==> config.mk <==
export PLATFORM = sky130hd
export DESIGN_NAME = sal_resp_merger_flat
export DESIGN_NICKNAME = d
export VERILOG_FILES = /design/src/rtl/sal_resp_merger_if.sv /design/src/rtl/sal_resp_merger.sv /design/src/flat_wrapper.sv
export SDC_FILE = /design/constraint.sdc
export NUM_CORES = 1
export LEC_CHECK = 0
export ABC_AREA = 1
export CORE_MARGIN = 8
export CORE_UTILIZATION = 32
export CTS_CLUSTER_SIZE = 30
export DETAILED_ROUTE_END_ITERATION = 10
export GPL_ROUTABILITY_DRIVEN = 0
export PLACE_DENSITY = 0.67
export SKIP_CTS_REPAIR_TIMING = 1
export SYNTH_ARGS = -nofsm -noshare
export SYNTH_HDL_FRONTEND = slang
export SYNTH_SLANG_ARGS = --single-unit
==> constraint.sdc <==
create_clock -name clk -period 3.64 [get_ports clk]
set_input_delay 0.728 -clock clk [delete_from_list [all_inputs] [get_ports clk]]
set_output_delay 0.728 -clock clk [all_outputs]
set_load 0.02 [all_outputs]
==> src/rtl/sal_resp_merger_if.sv <==
// Bundle of the bank-side response buses and the merged AXI R/B channels.
// The merger connects through the slave modport; the surrounding fabric or a
// testbench drives the opposite side through the master modport.

`ifndef DRAM_BK_CNT
`define DRAM_BK_CNT 4
`endif
`ifndef AXI_ID_WIDTH
`define AXI_ID_WIDTH 4
`endif
`ifndef AXI_DATA_WIDTH
`define AXI_DATA_WIDTH 32
`endif

interface sal_resp_merger_if #(
  parameter int BK_CNT = `DRAM_BK_CNT,
  parameter int ID_W   = `AXI_ID_WIDTH,
  parameter int DATA_W = `AXI_DATA_WIDTH
);
  logic [BK_CNT-1:0]             bk_rvalid;
  logic [BK_CNT-1:0][ID_W-1:0]   bk_rid;
  logic [BK_CNT-1:0][DATA_W-1:0] bk_rdata;
  logic [BK_CNT-1:0]             bk_rlast;
  logic [BK_CNT-1:0]             bk_rready;
  logic [BK_CNT-1:0]             bk_bvalid;
  logic [BK_CNT-1:0][ID_W-1:0]   bk_bid;
  logic [BK_CNT-1:0]             bk_bready;

  logic              rvalid;
  logic [ID_W-1:0]   rid;
  logic [DATA_W-1:0] rdata;
  logic [1:0]        rresp;
  logic              rlast;
  logic              rready;

  logic              bvalid;
  logic [ID_W-1:0]   bid;
  logic [1:0]        bresp;
  logic              bready;

  modport slave (
    input  bk_rvalid, bk_rid, bk_rdata, bk_rlast, bk_bvalid, bk_bid,
    output bk_rready, bk_bready,
    output rvalid, rid, rdata, rresp, rlast,
    input  rready,
    output bvalid, bid, bresp,
    input  bready
  );

  modport master (
    output bk_rvalid, bk_rid, bk_rdata, bk_rlast, bk_bvalid, bk_bid,
    input  bk_rready, bk_bready,
    input  rvalid, rid, rdata, rresp, rlast,
    output rready,
    input  bvalid, bid, bresp,
    output bready
  );
endinterface

==> src/rtl/sal_resp_merger.sv <==
// Merges per-bank read beats and write completions onto one AXI R and one
// AXI B channel. Read bursts are never interleaved: once a bank wins with a
// non-last beat it keeps the R channel until its last beat. Both outputs are
// single register stages, and the two paths arbitrate independently.

`ifndef DRAM_BK_CNT
`define DRAM_BK_CNT 4
`endif
`ifndef AXI_ID_WIDTH
`define AXI_ID_WIDTH 4
`endif
`ifndef AXI_DATA_WIDTH
`define AXI_DATA_WIDTH 32
`endif

module sal_resp_merger #(
  parameter int BK_CNT = `DRAM_BK_CNT,
  parameter int ID_W   = `AXI_ID_WIDTH,
  parameter int DATA_W = `AXI_DATA_WIDTH
) (
  input logic              clk,
  input logic              rst,
  sal_resp_merger_if.slave bus
);

  localparam int PTR_W = (BK_CNT > 1) ? $clog2(BK_CNT) : 1;

  typedef logic [PTR_W-1:0] ptr_t;
  typedef enum logic {R_IDLE = 1'b0, R_BURST = 1'b1} r_state_e;

  // Bank index plus one, wrapping at the last bank (BK_CNT need not be 2^n).
  function automatic ptr_t inc_mod(input ptr_t p);
    if (int'(p) == BK_CNT - 1) return '0;
    return p + ptr_t'(1);
  endfunction

  // First requesting bank at or after ptr, walking round-robin.
  function automatic ptr_t rr_pick(input logic [BK_CNT-1:0] req, input ptr_t ptr,
                                   output logic found);
    ptr_t idx;
    ptr_t pick;
    found = 1'b0;
    pick  = ptr;
    idx   = ptr;
    for (int i = 0; i < BK_CNT; i++) begin
      if (!found && req[idx]) begin
        found = 1'b1;
        pick  = idx;
      end
      idx = inc_mod(idx);
    end
    return pick;
  endfunction

  r_state_e          r_state_q, r_state_d;
  ptr_t              lk_q, lk_d;
  ptr_t              r_ptr_q, r_ptr_d;
  ptr_t              b_ptr_q, b_ptr_d;
  logic              rvalid_q, rvalid_d;
  logic [ID_W-1:0]   rid_q, rid_d;
  logic [DATA_W-1:0] rdata_q, rdata_d;
  logic              rlast_q, rlast_d;
  logic              bvalid_q, bvalid_d;
  logic [ID_W-1:0]   bid_q, bid_d;

  logic              r_free, r_found, r_sel_valid;
  ptr_t              r_pick, r_sel;
  logic              b_free, b_found;
  ptr_t              b_pick;
  logic [BK_CNT-1:0] bk_rready_c, bk_bready_c;

  // R path: pick the bank (round-robin in IDLE, the locked bank in BURST),
  // accept one beat when the output register is free, and track burst lock.
  always_comb begin
    r_free      = !rvalid_q || bus.rready;
    r_pick      = rr_pick(bus.bk_rvalid, r_ptr_q, r_found);
    r_state_d   = r_state_q;
    lk_d        = lk_q;
    r_ptr_d     = r_ptr_q;
    rvalid_d    = r_free ? 1'b0 : rvalid_q;
    rid_d       = rid_q;
    rdata_d     = rdata_q;
    rlast_d     = rlast_q;
    bk_rready_c = '0;
    if (r_state_q == R_BURST) begin
      r_sel       = lk_q;
      r_sel_valid = bus.bk_rvalid[lk_q];
    end else begin
      r_sel       = r_pick;
      r_sel_valid = r_found;
    end
    if (!rst && r_free && r_sel_valid) begin
      bk_rready_c[r_sel] = 1'b1;
      rvalid_d           = 1'b1;
      rid_d              = bus.bk_rid[r_sel];
      rdata_d            = bus.bk_rdata[r_sel];
      rlast_d            = bus.bk_rlast[r_sel];
      if (r_state_q == R_IDLE) begin
        if (bus.bk_rlast[r_sel]) begin
          r_ptr_d = inc_mod(r_sel);
        end else begin
          r_state_d = R_BURST;
          lk_d      = r_sel;
        end
      end else if (bus.bk_rlast[r_sel]) begin
        r_state_d = R_IDLE;
        r_ptr_d   = inc_mod(lk_q);
      end
    end
  end

  // B path: single-beat round-robin arbitration into its own output register.
  always_comb begin
    b_free      = !bvalid_q || bus.bready;
    b_pick      = rr_pick(bus.bk_bvalid, b_ptr_q, b_found);
    b_ptr_d     = b_ptr_q;
    bvalid_d    = b_free ? 1'b0 : bvalid_q;
    bid_d       = bid_q;
    bk_bready_c = '0;
    if (!rst && b_free && b_found) begin
      bk_bready_c[b_pick] = 1'b1;
      bvalid_d            = 1'b1;
      bid_d               = bus.bk_bid[b_pick];
      b_ptr_d             = inc_mod(b_pick);
    end
  end

  // Control state: valids, FSM, lock and arbitration pointers.
  always_ff @(posedge clk) begin
    if (rst) begin
      r_state_q <= R_IDLE;
      lk_q      <= '0;
      r_ptr_q   <= '0;
      b_ptr_q   <= '0;
      rvalid_q  <= 1'b0;
      bvalid_q  <= 1'b0;
    end else begin
      r_state_q <= r_state_d;
      lk_q      <= lk_d;
      r_ptr_q   <= r_ptr_d;
      b_ptr_q   <= b_ptr_d;
      rvalid_q  <= rvalid_d;
      bvalid_q  <= bvalid_d;
    end
  end

  // Payload registers carry no reset; they are only meaningful under valid.
  always_ff @(posedge clk) begin
    rid_q   <= rid_d;
    rdata_q <= rdata_d;
    rlast_q <= rlast_d;
    bid_q   <= bid_d;
  end

  assign bus.bk_rready = bk_rready_c;
  assign bus.bk_bready = bk_bready_c;
  assign bus.rvalid    = rvalid_q & ~rst;
  assign bus.rid       = rid_q;
  assign bus.rdata     = rdata_q;
  assign bus.rlast     = rlast_q;
  assign bus.rresp     = 2'b00;
  assign bus.bvalid    = bvalid_q & ~rst;
  assign bus.bid       = bid_q;
  assign bus.bresp     = 2'b00;

endmodule

==> src/flat_wrapper.sv <==
// flat-port wrapper written by rule: the top's interface ports become plain ports
module sal_resp_merger_flat 
#(
  parameter int BK_CNT = `DRAM_BK_CNT,
  parameter int ID_W   = `AXI_ID_WIDTH,
  parameter int DATA_W = `AXI_DATA_WIDTH
)
  (clk, rst, bus_bk_rvalid, bus_bk_rid, bus_bk_rdata, bus_bk_rlast, bus_bk_bvalid, bus_bk_bid, bus_bk_rready, bus_bk_bready, bus_rvalid, bus_rid, bus_rdata, bus_rresp, bus_rlast, bus_rready, bus_bvalid, bus_bid, bus_bresp, bus_bready);
  sal_resp_merger_if #(.BK_CNT(BK_CNT), .ID_W(ID_W), .DATA_W(DATA_W)) bus_i ();
  input logic clk;
  input logic rst;
  input wire logic [$bits(bus_i.bk_rvalid)-1:0] bus_bk_rvalid;
  input wire logic [$bits(bus_i.bk_rid)-1:0] bus_bk_rid;
  input wire logic [$bits(bus_i.bk_rdata)-1:0] bus_bk_rdata;
  input wire logic [$bits(bus_i.bk_rlast)-1:0] bus_bk_rlast;
  input wire logic [$bits(bus_i.bk_bvalid)-1:0] bus_bk_bvalid;
  input wire logic [$bits(bus_i.bk_bid)-1:0] bus_bk_bid;
  output wire logic [$bits(bus_i.bk_rready)-1:0] bus_bk_rready;
  output wire logic [$bits(bus_i.bk_bready)-1:0] bus_bk_bready;
  output wire logic [$bits(bus_i.rvalid)-1:0] bus_rvalid;
  output wire logic [$bits(bus_i.rid)-1:0] bus_rid;
  output wire logic [$bits(bus_i.rdata)-1:0] bus_rdata;
  output wire logic [$bits(bus_i.rresp)-1:0] bus_rresp;
  output wire logic [$bits(bus_i.rlast)-1:0] bus_rlast;
  input wire logic [$bits(bus_i.rready)-1:0] bus_rready;
  output wire logic [$bits(bus_i.bvalid)-1:0] bus_bvalid;
  output wire logic [$bits(bus_i.bid)-1:0] bus_bid;
  output wire logic [$bits(bus_i.bresp)-1:0] bus_bresp;
  input wire logic [$bits(bus_i.bready)-1:0] bus_bready;
  assign bus_i.bk_rvalid = bus_bk_rvalid;
  assign bus_i.bk_rid = bus_bk_rid;
  assign bus_i.bk_rdata = bus_bk_rdata;
  assign bus_i.bk_rlast = bus_bk_rlast;
  assign bus_i.bk_bvalid = bus_bk_bvalid;
  assign bus_i.bk_bid = bus_bk_bid;
  assign bus_bk_rready = bus_i.bk_rready;
  assign bus_bk_bready = bus_i.bk_bready;
  assign bus_rvalid = bus_i.rvalid;
  assign bus_rid = bus_i.rid;
  assign bus_rdata = bus_i.rdata;
  assign bus_rresp = bus_i.rresp;
  assign bus_rlast = bus_i.rlast;
  assign bus_i.rready = bus_rready;
  assign bus_bvalid = bus_i.bvalid;
  assign bus_bid = bus_i.bid;
  assign bus_bresp = bus_i.bresp;
  assign bus_i.bready = bus_bready;
  sal_resp_merger #(.BK_CNT(BK_CNT), .ID_W(ID_W), .DATA_W(DATA_W)) u_core (.clk(clk), .rst(rst), .bus(bus_i));
endmodule
* After elaboration in Yosys (flattened, before gate mapping)
Cells that the tools add are included.
** Word-level totals
- Flip-flop bits (word level) :: 50
- Bits of input ports :: 176
- Output and inout bits :: 55
- Logic and storage cells :: 163
** Cells by class
- Add/sub/neg operators :: 9
- $lt $le $gt $ge :: 13
- Equality and inequality tests :: 9
- Mux-type cells :: 90
- Bitwise gates (word level) :: 5
- Reductions and logical operators :: 27
** Operator list (count)
- binary-select mux 32 bit (select 2 bit) :: 1
- 2-to-1 mux 2 bit :: 28
- 2-to-1 mux 1 bit :: 42
- < comparator 2 x 3 -> 1 bit (second input constant) :: 11
- 2-to-1 mux 32 bit :: 1
- binary-select mux 1 bit (select 2 bit) :: 10
- adder 2 x 1 -> 2 bit (second input constant) :: 9
- == test 2 x 1 -> 1 bit (second input constant) :: 9
- binary-select mux 4 bit (select 2 bit) :: 2
- 2-to-1 mux 4 bit :: 4
- logical AND 1 bit :: 12
- zero test 1 bit :: 9
- demux 1 bit (select 2 bit) :: 2
- >= comparator 2 x 1 -> 1 bit (second input constant) :: 2
- nonzero test 2 bit :: 2
- inverter 1 bit :: 3
- AND reduction 3 bit :: 1
- bitwise AND 1 bit :: 2
- logical OR 1 bit :: 2
- AND reduction 2 bit :: 1

* Depth between registers and ports, before layout
Gate-level depths: netlist of run 1.
- Word-level depth :: 22
- Depth in mapped cells :: 20
- Mapped depth without buffers :: 19

* Worst setup path after synthesis of run 1
No wires, ideal clock.
- Kind :: reg-to-output
- Start point :: register u_core.r_ptr_q[1]
- End point :: output bus_bk_rready[0]
- Arrival time :: 2.306 ns
- Data required time :: 2.912 ns
- Slack :: 0.606 ns
- Stages on the path, launching flop included :: 17
- Path buffers :: 3
- Cell sequence :: dfxtp_1 -> ha_1 -> buf_2 -> inv_1 -> nand2_1 -> nand3_1 -> nand2_2 -> nor2_4 -> nand2_1 -> nand3_2 -> nand2_4 -> nand2_4 -> buf_6 -> buf_2 -> ha_1 -> inv_1 -> nor2_1
** On the way
- Longest elaborated chain between the ends :: 19
- Elaborated cells on any way between the ends :: 42
- Classes of those cells :: add/sub (3); order compare (2); eq/ne (3); mux (26); reduce/logical (8)
** Ends and longest elaborated chain
- start: declaration :: RTL line sal_resp_merger.sv:57 : ptr_t r_ptr_q, r_ptr_d;
- start signal: assignment :: RTL line sal_resp_merger.sv:140 : r_ptr_q <= r_ptr_d;
- parallel branches: the longest is 18 deep, another holds < comparator 2 x 3 -> 1 bit
- 2-to-1 mux 4 bit (*) :: RTL line sal_resp_merger.sv:92 : if (!rst && r_free && r_sel_valid) begin
- end: declaration :: RTL line flat_wrapper.sv:18 : output wire logic [$bits(bus_i.bk_rready)-1:0] bus_bk_rready;
Every way passes the cells marked *. The select of a mux whose other input is x is not followed.

* Worst setup path in the final report of run 1
- Start point :: input bus_bk_rvalid[3]
- End point :: output bus_bk_rready[0]
** On the way
- Longest elaborated chain between the ends :: 18
- Elaborated cells on any way between the ends :: 32
- Classes of those cells :: order compare (2); mux (22); reduce/logical (8)
** Ends and longest elaborated chain
- start: declaration :: RTL line flat_wrapper.sv:12 : input wire logic [$bits(bus_i.bk_rvalid)-1:0] bus_bk_rvalid;
- binary-select mux 1 bit (select 2 bit) :: RTL line sal_resp_merger.sv:46 : if (!found && req[idx]) begin
- 2-to-1 mux 1 bit (implied by the code) :: RTL line sal_resp_merger.sv:46
- 2-to-1 mux 1 bit :: RTL line sal_resp_merger.sv:46
- zero test 1 bit :: RTL line sal_resp_merger.sv:46
- logical AND 1 bit :: RTL line sal_resp_merger.sv:46
- 2-to-1 mux 1 bit :: RTL line sal_resp_merger.sv:46
- zero test 1 bit :: RTL line sal_resp_merger.sv:46
- logical AND 1 bit :: RTL line sal_resp_merger.sv:46
- [2 not listed]
- logical AND 1 bit :: RTL line sal_resp_merger.sv:46
- 2-to-1 mux 2 bit :: RTL line sal_resp_merger.sv:46
- 2-to-1 mux 2 bit :: RTL line sal_resp_merger.sv:85 : if (r_state_q == R_BURST) begin
- < comparator 2 x 3 -> 1 bit (implied by the code) / >= comparator 2 x 1 -> 1 bit (equally long branches) :: RTL line sal_resp_merger.sv:93 : bk_rready_c[r_sel] = 1'b1;
- logical AND 1 bit (implied by the code) :: RTL line sal_resp_merger.sv:93
- 2-to-1 mux 1 bit (implied by the code) :: RTL line sal_resp_merger.sv:93
- demux 1 bit (select 2 bit)
- 2-to-1 mux 4 bit (*) :: RTL line sal_resp_merger.sv:92
Mark *: on every way between the ends. The rest lies on a longest branch, timed or not. The select of a mux whose other input is x is not followed.

==> summary.txt, run 1 <==
Layout
  – Nets: 918
  – Non-Filler Instances: 875
  – Area taken by multi-input logic gates: 1923 sq um
  – Final Util: 55.39%
  – Filler cells: 1061
  – Area grow syn2layout: 70.01%
  – Share of cells above drive strength 1: 10.79%
  – Flip-flop and latch area: 1411 sq um
  – Number of diodes: 0

Routing
  – Pre-antenna DRT Iters: 5
  – Final wirelength: 14.98 mm
  – DR vias: 4329
  – Routed len/inst: 17.12 um
  – Antenna Nets Post-Route: 0
  – DRC violation count after routing: 0
  – Vias/cell: 4.947
  – Initial DRC Count: 256

Clock network
  – Clock latency on the worst-skew pair: 280 ps
  – CTS Buf Count: 5
  – Max Root-Sink Buffers: 2
  – Root Buffer: clkbuf_16
  – CTS sink count: 50
  – CTS tree: yes
  – H-Tree Depth: 2
  – Reg clk slew, reported paths: 70 ps

Global routing
  – Largest net degree at the start of global routing: 41
  – GRT Total Usage: 18.31%
  – First-pass GRT wire length: 22.16 mm
  – Initial antenna violation count: 0
  – GRT overflow: 0
  – Number of global-route vias before repair: 4173

Logic synthesis
  – Post-Synthesis Cells: 497
  – Sequential area share after synthesis: 38.26%
  – #FFs+latches synth: 50
  – Yosys cell types: 34
  – Mean Syn Cell Area: 7.422 sq um
  – Yosys warnings: 0
  – Syn Std Cell Area: 3689 sq um

Placed design
  – Placed Instances: 866
  – HPWL Detailed: 12.02 mm
  – Port-buffer cells: 226
  – Worst slack, placed: -282.0 ps

Worst setup path
  – CP required: 2910 ps
  – Crit-path max FO: 4
  – R2R Path Start: u_core.r_ptr_q[1]
  – Worst Setup SP: bus_bk_rvalid[3]
  – CP Capture Type: output pin
  – Startpoint types: input port
  – Critical path type: input port to output pin
  – Crit path DAT: 2760 ps
  – FF-to-FF path depth: 13
  – R2r setup slk: 940 ps

Timing
  – Final Cycle Share: 95.71%
  – Slew Limit Fails: 0
  – # setup viols final: 0
  – Period minus WS final: 3484 ps
  – Final worst setup slack: 156.3 ps
  – Unrepaired setup endpoints after global routing: false
  – Max Clock Skew: 9.560 ps
  – Fmax: 0.2871 GHz
  – Final hold vios: 0

Floorplanning
  – Core box area: 11320 sq um
  – Die area: 15220 sq um
  – Die Wd: 123.4 um
  – Starting Density: 32.58%
  – # IOs: 231
  – Row Count: 39
  – Die height: 123.4 um

Worst hold path
  – Critical hold path startpoint: u_core.rvalid_q
  – Hold WC Path Type: register to register
  – Hold path cells: 4

Power and ir drop
  – Leak: 2.532 nW
  – Sw Pwr: 0.003074 W
  – Clock network power share: 7.3%
  – Flop pwr share: 19.7%
  – Combinational Power Share: 73.0%
  – Sw frac: 49.18%
  – Design Power: 0.006251 W
  – Int Power: 0.003177 W
  – Peak supply drop: 0.6422 mV
  – PwrDens: 996.8 nW/um^2

Run
  – Max Cap Viol: 0

Status
  – Status: completed
[cells by family after synthesis]
| family | after synthesis | share of synthesized area [%] |
|---|---|---|
| AND/OR/NAND/NOR | 217 | 26.02 |
| AO/OA/AOI/OAI | 144 | 21.54 |
| adder cells (fa/ha/maj) | 11 | 3.731 |
| flip-flops | 50 | 38.26 |
| buffers and inverters | 73 | 9.905 |
| other | 1 | 0.1017 |
| XOR/XNOR | 1 | 0.4411 |
[cell usage in the layout (no fill, tap or decap), drive strengths merged, types with 9 or more instances in the layout]
cell / n
inv: 41
o21ai: 101
o22ai: 37
edfxtp: 41
nand3: 24
clkbuf: 13
nand2: 76
clkdlybuf4s50: 218
buf: 28
nor2: 107
ha: 11
dfxtp: 9
[per-stage QoR]
stage               setup TNS, ps  area, sq um  hold slack [ps]
finish                          0         6271            548.4
global placement            -1292         6157            534.5
detailed placement          -1862         6157            542.5
global route                    0         6271            611.2
floorplan                       0         3700            504.3
CTS                         -1904         6304            555.2
[worst max-delay path, stage by stage]
cell and delay [ps]:
clkdlybuf4s50_1 540, nand2_1 110, nand3_2 90, nand2_2 90, nand2_2 110, inv_1 60, nand2_1 70, nand3_1 70
nand2_1 70, nand2_2 70, a21oi_2 210, ha_1 190, inv_1 40, nor2_1 100, clkbuf_2 190
[flip-flops by register name, summed over array words and instances, names as in the netlist]
| signal | flops |
|---|---|
| u_core.b_ptr_q | 2 |
| u_core.bus.bid | 4 |
| u_core.bus.rdata | 32 |
| u_core.bus.rid | 4 |
| u_core.bus.rlast | 1 |
| u_core.bvalid_q | 1 |
| u_core.lk_q | 2 |
| u_core.r_ptr_q | 2 |
| u_core.r_state_q | 1 |
| u_core.rvalid_q | 1 |
[power by group through the flow]
stage | combinational (W) | sequential (W) | clock [W]
3_5_place_dp | 0.00461 | 0.00125 | 0
3_3_place_gp | 0.00452 | 0.00124 | 0
5_1_grt | 0.00507 | 0.00126 | 0.000492
2_1_floorplan | 0.00269 | 0.00157 | 0
6_report | 0.00456 | 0.00123 | 0.000459
4_1_cts | 0.00464 | 0.00123 | 0.000475
[Yosys cell counts (all sizes together)]
cell type | instances | area share [%]
nand3 | 24 | 4.1
nand3b | 1 | 0.20
inv | 42 | 4.4
or2 | 6 | 1.0
nor3 | 1 | 0.14
nand4 | 2 | 0.34
xor2 | 1 | 0.44
o211ai | 1 | 0.20
o31ai | 1 | 0.20
edfxtp | 41 | 33
o22ai | 37 | 6.3
nor2 | 107 | 11
ha | 11 | 3.7
nand2 | 76 | 8.9
conb | 1 | 0.10
o21ai | 101 | 14
clkinv | 1 | 0.10
dfxtp | 9 | 4.9
a21oi | 4 | 0.75
buf | 30 | 5.4
[final cells by class]
class	count	area share, %
well taps	143	2.853
clock inverters	3	0.3392
flip-flops and latches	50	22.51
clock buffers	5	1.995
inverters	43	2.654
repair buffers	254	38.99
multi-input cells	377	30.67
[layer usage]
| metal | track usage [%] | vias to the layer above | wire [um] |
|---|---|---|---|
| li1 | - | 2149 | - |
| met1 | 22.06 | 1981 | 6119 |
| met2 | 31.56 | 178 | 7262 |
| met3 | 3.973 | 21 | 1231 |
| met4 | 6.321 | 0 | 364 |
| met5 | 0 | - | 0 |
[final timing paths]
kind	end
hold / removal	u_core.rvalid_q
hold reg to reg	u_core.rvalid_q
setup / recovery	bus_bk_rready[0]
setup reg to reg	u_core.bus.rdata[27]
(Power assumes the default switching activity.)
==> run 2, diff against run 1 <==
--- a/config.mk
+++ b/config.mk
@@ -8,9 +8,9 @@
 export ABC_AREA = 1
 export CORE_MARGIN = 8
 export CORE_UTILIZATION = 32
-export CTS_CLUSTER_SIZE = 30
 export DETAILED_ROUTE_END_ITERATION = 10
 export GPL_ROUTABILITY_DRIVEN = 0
+export HOLD_SLACK_MARGIN = 0.15
 export PLACE_DENSITY = 0.67
 export SKIP_CTS_REPAIR_TIMING = 1
 export SYNTH_ARGS = -nofsm -noshare
==> results of run 2 <==
The final DEF is identical to that of run 1; final timing and power are the same.
